## src/rtl/seq_scan_ctrl_if.sv

```systemverilog
// seq_scan_ctrl_if: handshake bundle for seq_scan_ctrl.
//   s_valid/s_ready/s_data           : parallel word in (producer -> controller)
//   m_valid/m_ready/m_count/m_first/m_none : scan result out (controller -> consumer)
// slave  : controller view.
// master : producer/consumer (environment) view.
interface seq_scan_ctrl_if #(
  parameter int unsigned WIDTH = 8,
  parameter int unsigned CNT_W = 4
);
  logic             s_valid;
  logic             s_ready;
  logic [WIDTH-1:0] s_data;
  logic             m_valid;
  logic             m_ready;
  logic [CNT_W-1:0] m_count;
  logic [CNT_W-1:0] m_first;
  logic             m_none;

  modport slave (
    input  s_valid, s_data, m_ready,
    output s_ready, m_valid, m_count, m_first, m_none
  );

  modport master (
    output s_valid, s_data, m_ready,
    input  s_ready, m_valid, m_count, m_first, m_none
  );
endinterface

```

## src/rtl/seq_scan_ctrl.sv

```systemverilog
// seq_scan_ctrl: accepts a word, clears the attached serial detector, streams the word
// MSB-first into it one bit per clock, counts hit pulses and reports count / first-hit index.
// Ports:
//   clk, rst  : clock, synchronous active-high reset
//   bus       : seq_scan_ctrl_if.slave (input word handshake + result handshake)
//   det_clr   : hold-in-idle to the detector, high in every state except SHIFT
//   det_bit   : serial bit to the detector
//   det_hit   : detector's combinational Mealy output for the current det_bit
module seq_scan_ctrl #(
  parameter int unsigned WIDTH = 8,
  parameter int unsigned CNT_W = 4
) (
  input  logic                  clk,
  input  logic                  rst,
  seq_scan_ctrl_if.slave        bus,
  output logic                  det_clr,
  output logic                  det_bit,
  input  logic                  det_hit
);

  typedef enum logic [1:0] {StIdle, StShift, StDone} state_e;

  state_e             state_q, state_d;
  logic [WIDTH-1:0]   shreg_q, shreg_d;
  logic [CNT_W-1:0]   idx_q, idx_d;
  logic [CNT_W-1:0]   count_q, count_d;
  logic [CNT_W-1:0]   first_q, first_d;
  logic               seen_q, seen_d;

  always_ff @(posedge clk) begin
    if (rst) begin
      state_q <= StIdle;
      shreg_q <= '0;
      idx_q   <= '0;
      count_q <= '0;
      first_q <= '0;
      seen_q  <= 1'b0;
    end else begin
      state_q <= state_d;
      shreg_q <= shreg_d;
      idx_q   <= idx_d;
      count_q <= count_d;
      first_q <= first_d;
      seen_q  <= seen_d;
    end
  end

  always_comb begin
    state_d = state_q;
    shreg_d = shreg_q;
    idx_d   = idx_q;
    count_d = count_q;
    first_d = first_q;
    seen_d  = seen_q;
    unique case (state_q)
      StIdle: begin
        if (bus.s_valid) begin
          shreg_d = bus.s_data;
          idx_d   = '0;
          count_d = '0;
          first_d = '0;
          seen_d  = 1'b0;
          state_d = StShift;
        end
      end
      StShift: begin
        if (det_hit) begin
          count_d = count_q + 1'b1;
          if (!seen_q) begin
            first_d = idx_q;
            seen_d  = 1'b1;
          end
        end
        shreg_d = {shreg_q[WIDTH-2:0], 1'b0};
        idx_d   = idx_q + 1'b1;
        // Last bit's hit is counted in this same cycle before leaving SHIFT.
        if (idx_q == CNT_W'(WIDTH - 1)) state_d = StDone;
      end
      StDone: begin
        if (bus.m_ready) state_d = StIdle;
      end
      default: state_d = StIdle;
    endcase
  end

  // Pure state decodes so the detector sees glitch-free clear and data.
  always_comb begin
    bus.s_ready = (state_q == StIdle);
    bus.m_valid = (state_q == StDone);
    det_clr     = (state_q != StShift);
    det_bit     = (state_q == StShift) && shreg_q[WIDTH-1];
    bus.m_count = count_q;
    bus.m_first = first_q;
    bus.m_none  = ~seen_q;
  end

endmodule

```

## src/flat_wrapper.sv

```systemverilog
// flat-port wrapper written by rule: the top's interface ports become plain ports
module seq_scan_ctrl_flat 
#(
  parameter int unsigned WIDTH = 8,
  parameter int unsigned CNT_W = 4
)
  (clk, rst, det_clr, det_bit, det_hit, bus_s_valid, bus_s_data, bus_m_ready, bus_s_ready, bus_m_valid, bus_m_count, bus_m_first, bus_m_none);
  seq_scan_ctrl_if #(.WIDTH(WIDTH), .CNT_W(CNT_W)) bus_i ();
  input  logic clk;
  input  logic rst;
  output logic det_clr;
  output logic det_bit;
  input  logic det_hit;
  input wire logic [$bits(bus_i.s_valid)-1:0] bus_s_valid;
  input wire logic [$bits(bus_i.s_data)-1:0] bus_s_data;
  input wire logic [$bits(bus_i.m_ready)-1:0] bus_m_ready;
  output wire logic [$bits(bus_i.s_ready)-1:0] bus_s_ready;
  output wire logic [$bits(bus_i.m_valid)-1:0] bus_m_valid;
  output wire logic [$bits(bus_i.m_count)-1:0] bus_m_count;
  output wire logic [$bits(bus_i.m_first)-1:0] bus_m_first;
  output wire logic [$bits(bus_i.m_none)-1:0] bus_m_none;
  assign bus_i.s_valid = bus_s_valid;
  assign bus_i.s_data = bus_s_data;
  assign bus_i.m_ready = bus_m_ready;
  assign bus_s_ready = bus_i.s_ready;
  assign bus_m_valid = bus_i.m_valid;
  assign bus_m_count = bus_i.m_count;
  assign bus_m_first = bus_i.m_first;
  assign bus_m_none = bus_i.m_none;
  seq_scan_ctrl #(.WIDTH(WIDTH), .CNT_W(CNT_W)) u_core (.clk(clk), .rst(rst), .bus(bus_i), .det_clr(det_clr), .det_bit(det_bit), .det_hit(det_hit));
endmodule
```

## config.mk

```make
export PLATFORM = sky130hd
export DESIGN_NAME = seq_scan_ctrl_flat
export DESIGN_NICKNAME = d
export VERILOG_FILES = /design/src/rtl/seq_scan_ctrl_if.sv /design/src/rtl/seq_scan_ctrl.sv /design/src/flat_wrapper.sv
export SDC_FILE = /design/constraint.sdc
export NUM_CORES = 1
export LEC_CHECK = 0
export CORE_AREA = 2 2 52 49
export CTS_BUF_LIST = sky130_fd_sc_hd__clkbuf_16
export CTS_CLUSTER_SIZE = 10
export DETAILED_ROUTE_END_ITERATION = 7
export DIE_AREA = 0 0 54 51
export DONT_BUFFER_PORTS = 1
export GPL_ROUTABILITY_DRIVEN = 0
export PLACE_DENSITY = 0.75
export SETUP_SLACK_MARGIN = 0.1
export SYNTH_ARGS = -nofsm -noshare
export SYNTH_HDL_FRONTEND = slang
export SYNTH_SLANG_ARGS = --single-unit
```

## constraint.sdc

```tcl
create_clock -name clk -period 1.1 [get_ports clk]
set_input_delay 0.11 -clock clk [delete_from_list [all_inputs] [get_ports clk]]
set_output_delay 0.11 -clock clk [all_outputs]
set_load 0.1 [all_outputs]
```

==> flow_metrics.env, run 1 <==
export IMPL_async_flop_share=0
export IMPL_grt_overflow=0
export IMPL_final_max_slew_viol_count=0
export IMPL_cts_root_buf="clkbuf_16"
export IMPL_peakVddDrop_mv=1.21
export IMPL_crit_type="flop to output pin"
export IMPL_ioPinCount=26
export IMPL_ys_types=35
export IMPL_synth_seq_cells=23
export IMPL_slew_headroom=0.471
export IMPL_drc=0
export IMPL_pre_cts_slack_ns=-0.0550
export IMPL_antenna_found_initial=0
export IMPL_synth_warnings=0
export IMPL_cts_sinks=23
export IMPL_grt_pass1_vias=980
export IMPL_wirelength_mm=2.70
export IMPL_startpoint_type="flop"
export IMPL_setup_viol=21
export IMPL_stdcell_count=180
export IMPL_yosysTopAreaCell="dfxtp_1"
export IMPL_ys_seq_area_frac=0.404
export IMPL_yosys_top_cells_area="dfxtp_1, nor2_1, a211oi_1"
export IMPL_final_setup_worst_slack_ns=-0.178
export IMPL_nFillCells=166
export IMPL_fp_dieW_microns=54
export IMPL_drtIter0Drc=20
export IMPL_path_max_fanout=4
export IMPL_die_area_sq_um=2750
export IMPL_clk_latency_ns=0.26
export IMPL_start_util=0.496
export IMPL_required_ns=0.99
export IMPL_cts_path_max_buffers=2
export IMPL_worstPathArrival_ns=1.17
export IMPL_regArea_sq_um=484
export IMPL_hold_slack_ns=-0.00573
export IMPL_power_density_nw_per_um2=1250
export IMPL_hp_class="primary input to flop"
export IMPL_power_leakage_nw=0.645
export IMPL_port_buffers=0
export IMPL_fmax_mhz=782
export IMPL_finalHoldViolations=1
export IMPL_synth_area_per_cell_sq_um=8.91
export IMPL_cts_buffers=3
export IMPL_vias=1032
export IMPL_rsz0062_at_grt="true"
export IMPL_wl_per_cell_microns=15.0
export IMPL_dp_cells=169
export IMPL_coreArea_sq_um=2300
export IMPL_core_rowCount=17
export IMPL_fin_nets=168
export IMPL_grt_usage=0.218
export IMPL_multi_input_area_sq_um=698
export IMPL_detail_route_antenna_nets=0
export IMPL_failed_checks="negative hold slack, negative setup slack"
export IMPL_synth_edf_count=0
export IMPL_drt_first_pass_iters=4
export IMPL_area_growth_pct=46.2
export IMPL_n_antenna_cell=0
export IMPL_cts_tree="yes"
export IMPL_synthDominantCellAreaShare=0.404
export IMPL_outcome="complete, but fails checks"
export IMPL_syn_cell_area_sq_um=1140
export IMPL_period_share=1.16
export IMPL_htreeDepth=1
export IMPL_syn_nets=143
export IMPL_min_period_ns=1.28
export IMPL_die_h_microns=51
export IMPL_fin_skew_ns=0.00108
export IMPL_dpl_hpwl_mm=1.77
export IMPL_final_util=0.725
export IMPL_grt_max_degree=20
export IMPL_grt_pass1_wl_mm=4.35
export IMPL_postSynthCellCount=128
export IMPL_max_cap_viol_count=0
export IMPL_tightestPinTransition_ns=0.794
export IMPL_cp_end_kind="output pin"
export IMPL_via_per_inst=5.73
export IMPL_synth_flop_cell="dfxtp_1"
export IMPL_path_clk_slew_ns=0.06
export IMPL_layout_drive_gt1_share=0.414
==> metrics by stage <==
step	TNS (ns)	cell area, sq um	total power, W
after CTS	-2.40	1610	0.00207
after global placement	-0.0121	1420	0.00123
after detailed placement	-0.293	1420	0.00124
after floorplan	-0.665	1210	0.00118
after global routing	-3.25	1670	0.00216
final	-1.80	1670	0.00209
==> layer usage <==
| metal | track usage | wire, microns |
|---|---|---|
| met4 | 0.0875 | 29 |
| met5 | 0 | 0 |
| met3 | 0.0556 | 126 |
| met1 | 0.271 | 1190 |
| met2 | 0.356 | 1360 |
==> area by class of cell <==
class	count	share of cell area
clock inverters	1	0.00225
multi-input cells	90	0.419
flip-flops and latches	23	0.291
well taps	28	0.0210
inverters	5	0.0158
clock buffers	3	0.0450
repair buffers	30	0.206
==> final timing paths <==
| kind | endpoint | depth (start not counted) | slack (ns) | startpoint |
|---|---|---|---|---|
| worst min-delay path | u_core.bus.m_count[1] | 2 | -0.006 | det_hit |
| worst max-delay path | bus_m_valid | 4 | -0.18 | u_core.state_q[0] |
| worst min register to register | u_core.bus.m_count[3] | 1 | 0.46 | u_core.bus.m_count[3] |
| worst max register to register | u_core.shreg_q[2] | 5 | -0.11 | u_core.state_q[0] |
==> where the power goes <==
part	total, W	internal [W]	switching (W)
clock network	0.000793	0.000486	0.000307
registers	0.000891	0.000864	0.0000266
logic	0.000404	0.000179	0.000225
total	0.00209	0.00153	0.000558
==> critical path, stage by stage (launching register included) <==
cell and delay (ns):
dfxtp_2 0.34, buf_6 0.12, buf_12 0.12, nor2b_4 0.14, buf_12 0.18
==> flip-flops by register name (all words and copies together) (netlist names) <==
| name | cells |
|---|---|
| u_core.bus.m_count | 4 |
| u_core.bus.m_first | 4 |
| u_core.idx_q | 4 |
| u_core.seen_q | 1 |
| u_core.shreg_q | 8 |
| u_core.state_q | 2 |
==> cell families after synthesis <==
family | share of synthesized area
and+or+nand+nor | 0.228
muxes | 0.0373
adders and majority gates | 0.0220
DFF | 0.404
buffers and inverters | 0.0724
AOI/OAI and AO/OA | 0.236
==> synth_stat cells, drive strengths merged (2+ instances only) <==
library cell / count
dfxtp: 23
nor2: 19
a211oi: 9
buf: 7
nand3b: 7
o21ai: 7
a21oi: 6
o2bb2ai: 6
inv: 5
nand2b: 5
clkbuf: 3
mux2i: 3
nand3: 3
nor2b: 3
a22oi: 2
ha: 2
nand2: 2
nor3b: 2
o31ai: 2
==> cells in the final DEF, fill, tap and decap left out, types with 2 or more instances in the layout <==
cell        count
a211oi_1        8
a21oi_1         5
a22oi_2         2
buf_12          5
buf_4          12
buf_6           9
buf_8           2
clkbuf_16       3
clkinvlp_4      2
dfxtp_1        12
dfxtp_2         7
dfxtp_4         4
inv_1           4
mux2i_1         2
nand2_1         2
nand2b_1        5
nand3_2         2
nand3b_1        7
nor2_1         18
nor2b_4         2
o21ai_1         5
o2bb2ai_1       6
o31ai_1         2
==> what timing repair did <==
item | CTS | global route
endpoints found under the setup margin | 30 | 32
hold buffers | 2 | 0
endpoints found under the hold margin | 19 | 0
resized for setup | 15 | 19
setup buffers | 6 | 0
pin swaps | 10 | 7
(Power assumes the default switching activity.)
==> run 2: changes to the inputs <==
- ABC_CLOCK_PERIOD_IN_PS: default -> 1100
- CORE_AREA: 2 2 52 49 -> 2 2 41 62
- DIE_AREA: 0 0 54 51 -> 0 0 43 64
- PLACE_DENSITY: 0.75 -> 0.74
==> run 2 against run 1 <==
The run still ends with negative hold slack, negative setup slack left. Cell count shrank 1.1%. Core utilization up 11 points. Maximum frequency decreased by 4.4%. Setup slack worse by 0.058 ns. Clock-buffer cell count did not move. Critical endpoint is now u_core.shreg_q[7].
==> flow_metrics.env, run 2 (synthesis results as in run 1) <==
export IMPL_outcome="complete, but fails checks"
export IMPL_failed_checks="negative hold slack, negative setup slack"
export IMPL_hp_class="primary input to flop"
export IMPL_core_rowCount=21
export IMPL_fmax_mhz=748
export IMPL_wirelength_mm=3.81
export IMPL_worstRegToRegCells=5
export IMPL_worstPathCellList="buf_12 > buf_6 > clkinvlp_4 > o22ai_2 > a211oi_2"
export IMPL_ioPinCount=26
export IMPL_path_clk_slew_ns=0.06
export IMPL_grt_pass1_vias=1123
export IMPL_largest_register="u_core.shreg_q"
export IMPL_die_area_sq_um=2750
export IMPL_min_to="u_core.seen_q"
export IMPL_cts_root_buf="clkbuf_16"
export IMPL_mostFrequentLayoutCells="buf_4, nor2_1, dfxtp_1"
export IMPL_fin_skew_ns=0.00243
export IMPL_required_ns=1.21
export IMPL_area_growth_pct=61.9
export IMPL_layout_commonest_cell="buf_4"
export IMPL_n_antenna_cell=0
export IMPL_grt_pass1_wl_mm=5.31
export IMPL_final_max_slew_viol_count=0
export IMPL_htreeDepth=1
export IMPL_fin_area_sq_um=1850
export IMPL_p_total_w=0.00222
export IMPL_r2r_end="u_core.shreg_q[7]"
export IMPL_tightestPinTransition_ns=0.871
export IMPL_die_h_microns=64
export IMPL_drt_first_pass_iters=4
export IMPL_final_setup_worst_slack_ns=-0.236
export IMPL_largest_register_ffs=8
export IMPL_start_util=0.516
export IMPL_vias=1148
export IMPL_drc=0
export IMPL_startpoint_type="flop"
export IMPL_path_max_fanout=8
export IMPL_crit_type="flop to flop"
export IMPL_detail_route_antenna_nets=0
export IMPL_period_share=1.21
export IMPL_min_period_ns=1.34
export IMPL_cpMaxStageDelayCell="dfxtp_4"
export IMPL_via_per_inst=6.45
export IMPL_cts_tree="yes"
export IMPL_power_leakage_nw=0.697
export IMPL_grt_max_degree=20
export IMPL_hold_slack_ns=-0.0105
export IMPL_r2r_setup_slack_ns=-0.24
export IMPL_slew_headroom=0.419
export IMPL_coreArea_sq_um=2210
export IMPL_layout_drive_gt1_share=0.561
export IMPL_critPathLaunch="u_core.state_q[0]"
export IMPL_fp_dieW_microns=43
export IMPL_placed_area_sq_um=1390
export IMPL_port_buffers=0
export IMPL_max_stage_delay_ns=0.37
export IMPL_dpl_hpwl_mm=1.83
export IMPL_rsz0062_at_grt="true"
export IMPL_finalHoldViolations=1
export IMPL_cts_path_max_buffers=2
export IMPL_min_path_cells=2
export IMPL_crit_family="buffers and inverters"
export IMPL_grt_usage=0.256
export IMPL_timing_rr_start="u_core.state_q[0]"
export IMPL_fin_nets=171
export IMPL_cp_buffers_inverters=3
export IMPL_cts_buffers=3
export IMPL_wl_per_cell_microns=21.4
export IMPL_cp_end_kind="flop"
export IMPL_antenna_found_initial=0
export IMPL_grt_overflow=0
export IMPL_power_density_nw_per_um2=1200
export IMPL_max_cap_viol_count=0
export IMPL_peakVddDrop_mv=1.39
export IMPL_setup_viol=26
export IMPL_drtIter0Drc=52
export IMPL_clk_latency_ns=0.26
export IMPL_worstPathArrival_ns=1.45
export IMPL_final_util=0.836
export IMPL_worstHoldStart="det_hit"
export IMPL_cts_sinks=23
-- run 2: changes by cell type in the layout (fill, tap and decap cells not counted), moves of 2 or more --
| cell | change |
|---|---|
| a211oi_2 | +2 |
| nor2_1 | -6 |
| a211oi_1 | -2 |
| buf_12 | +2 |
| o21ai_1 | +2 |
| o2bb2ai_2 | +5 |
| nor2_2 | +2 |
| nor2_4 | +4 |
| o2bb2ai_1 | -6 |
-- run 2: cell type report --
class | count | area, sq um
fill | 111 | 362
clock buffer | 3 | 75.1
timing repair buffer | 33 | 395
sequential | 23 | 487
clock inverter | 1 | 3.75
tap | 23 | 28.8
multi-input combinational | 90 | 830
inverter | 5 | 26.3
-- run 2: worst max-delay path by stage --
stage	end	slack [ns]	cells after the start
2_1_floorplan	u_core.shreg_q[0]	-0.29	5
3_3_place_gp	u_core.bus.m_first[3]	-0.04	4
3_5_place_dp	u_core.bus.m_first[3]	-0.07	4
4_1_cts	det_bit	-0.19	3
5_1_grt	u_core.shreg_q[7]	-0.27	5
6_report	u_core.shreg_q[7]	-0.24	5
-- run 2: report_power, final --
group	total, W	switching, W	internal, W
combinational	0.000515	0.000276	0.000239
sequential	0.000902	0.0000381	0.000863
clock	0.000806	0.000319	0.000487
-- run 2: timing repair --
action,in CTS,in global routing
gates resized for setup,45,18
setup endpoints to repair,31,30
pin swaps,14,8
hold buffers,2,0
endpoints found under the hold margin,19,0
buffers inserted,9,0
-- run 2: per-stage QoR --
| step | std cells | setup WS [ns] | TNS, ns |
|---|---|---|---|
| final | 178 | -0.236 | -3.70 |
| after global routing | 178 | -0.265 | -4.49 |
| after CTS | 178 | -0.188 | -2.26 |
| after detailed placement | 163 | -0.0695 | -0.303 |
| after global placement | 163 | -0.0387 | -0.0731 |
| after floorplan | 128 | -0.288 | -0.665 |
-- run 2: worst register-to-register path, stage by stage, from the launching register on --
cell and delay (ns):
dfxtp_4 0.37, buf_12 0.12, buf_6 0.11, clkinvlp_4 0.22
o22ai_2 0.26, a211oi_2 0.10
-- run 2: routing by layer --
metal,GRT usage,up-vias,routed length (microns)
met3,0.0452,14,211
li1,-,520,-
met5,0,-,0
met2,0.436,60,2030
met4,0.144,0,136
met1,0.294,554,1440
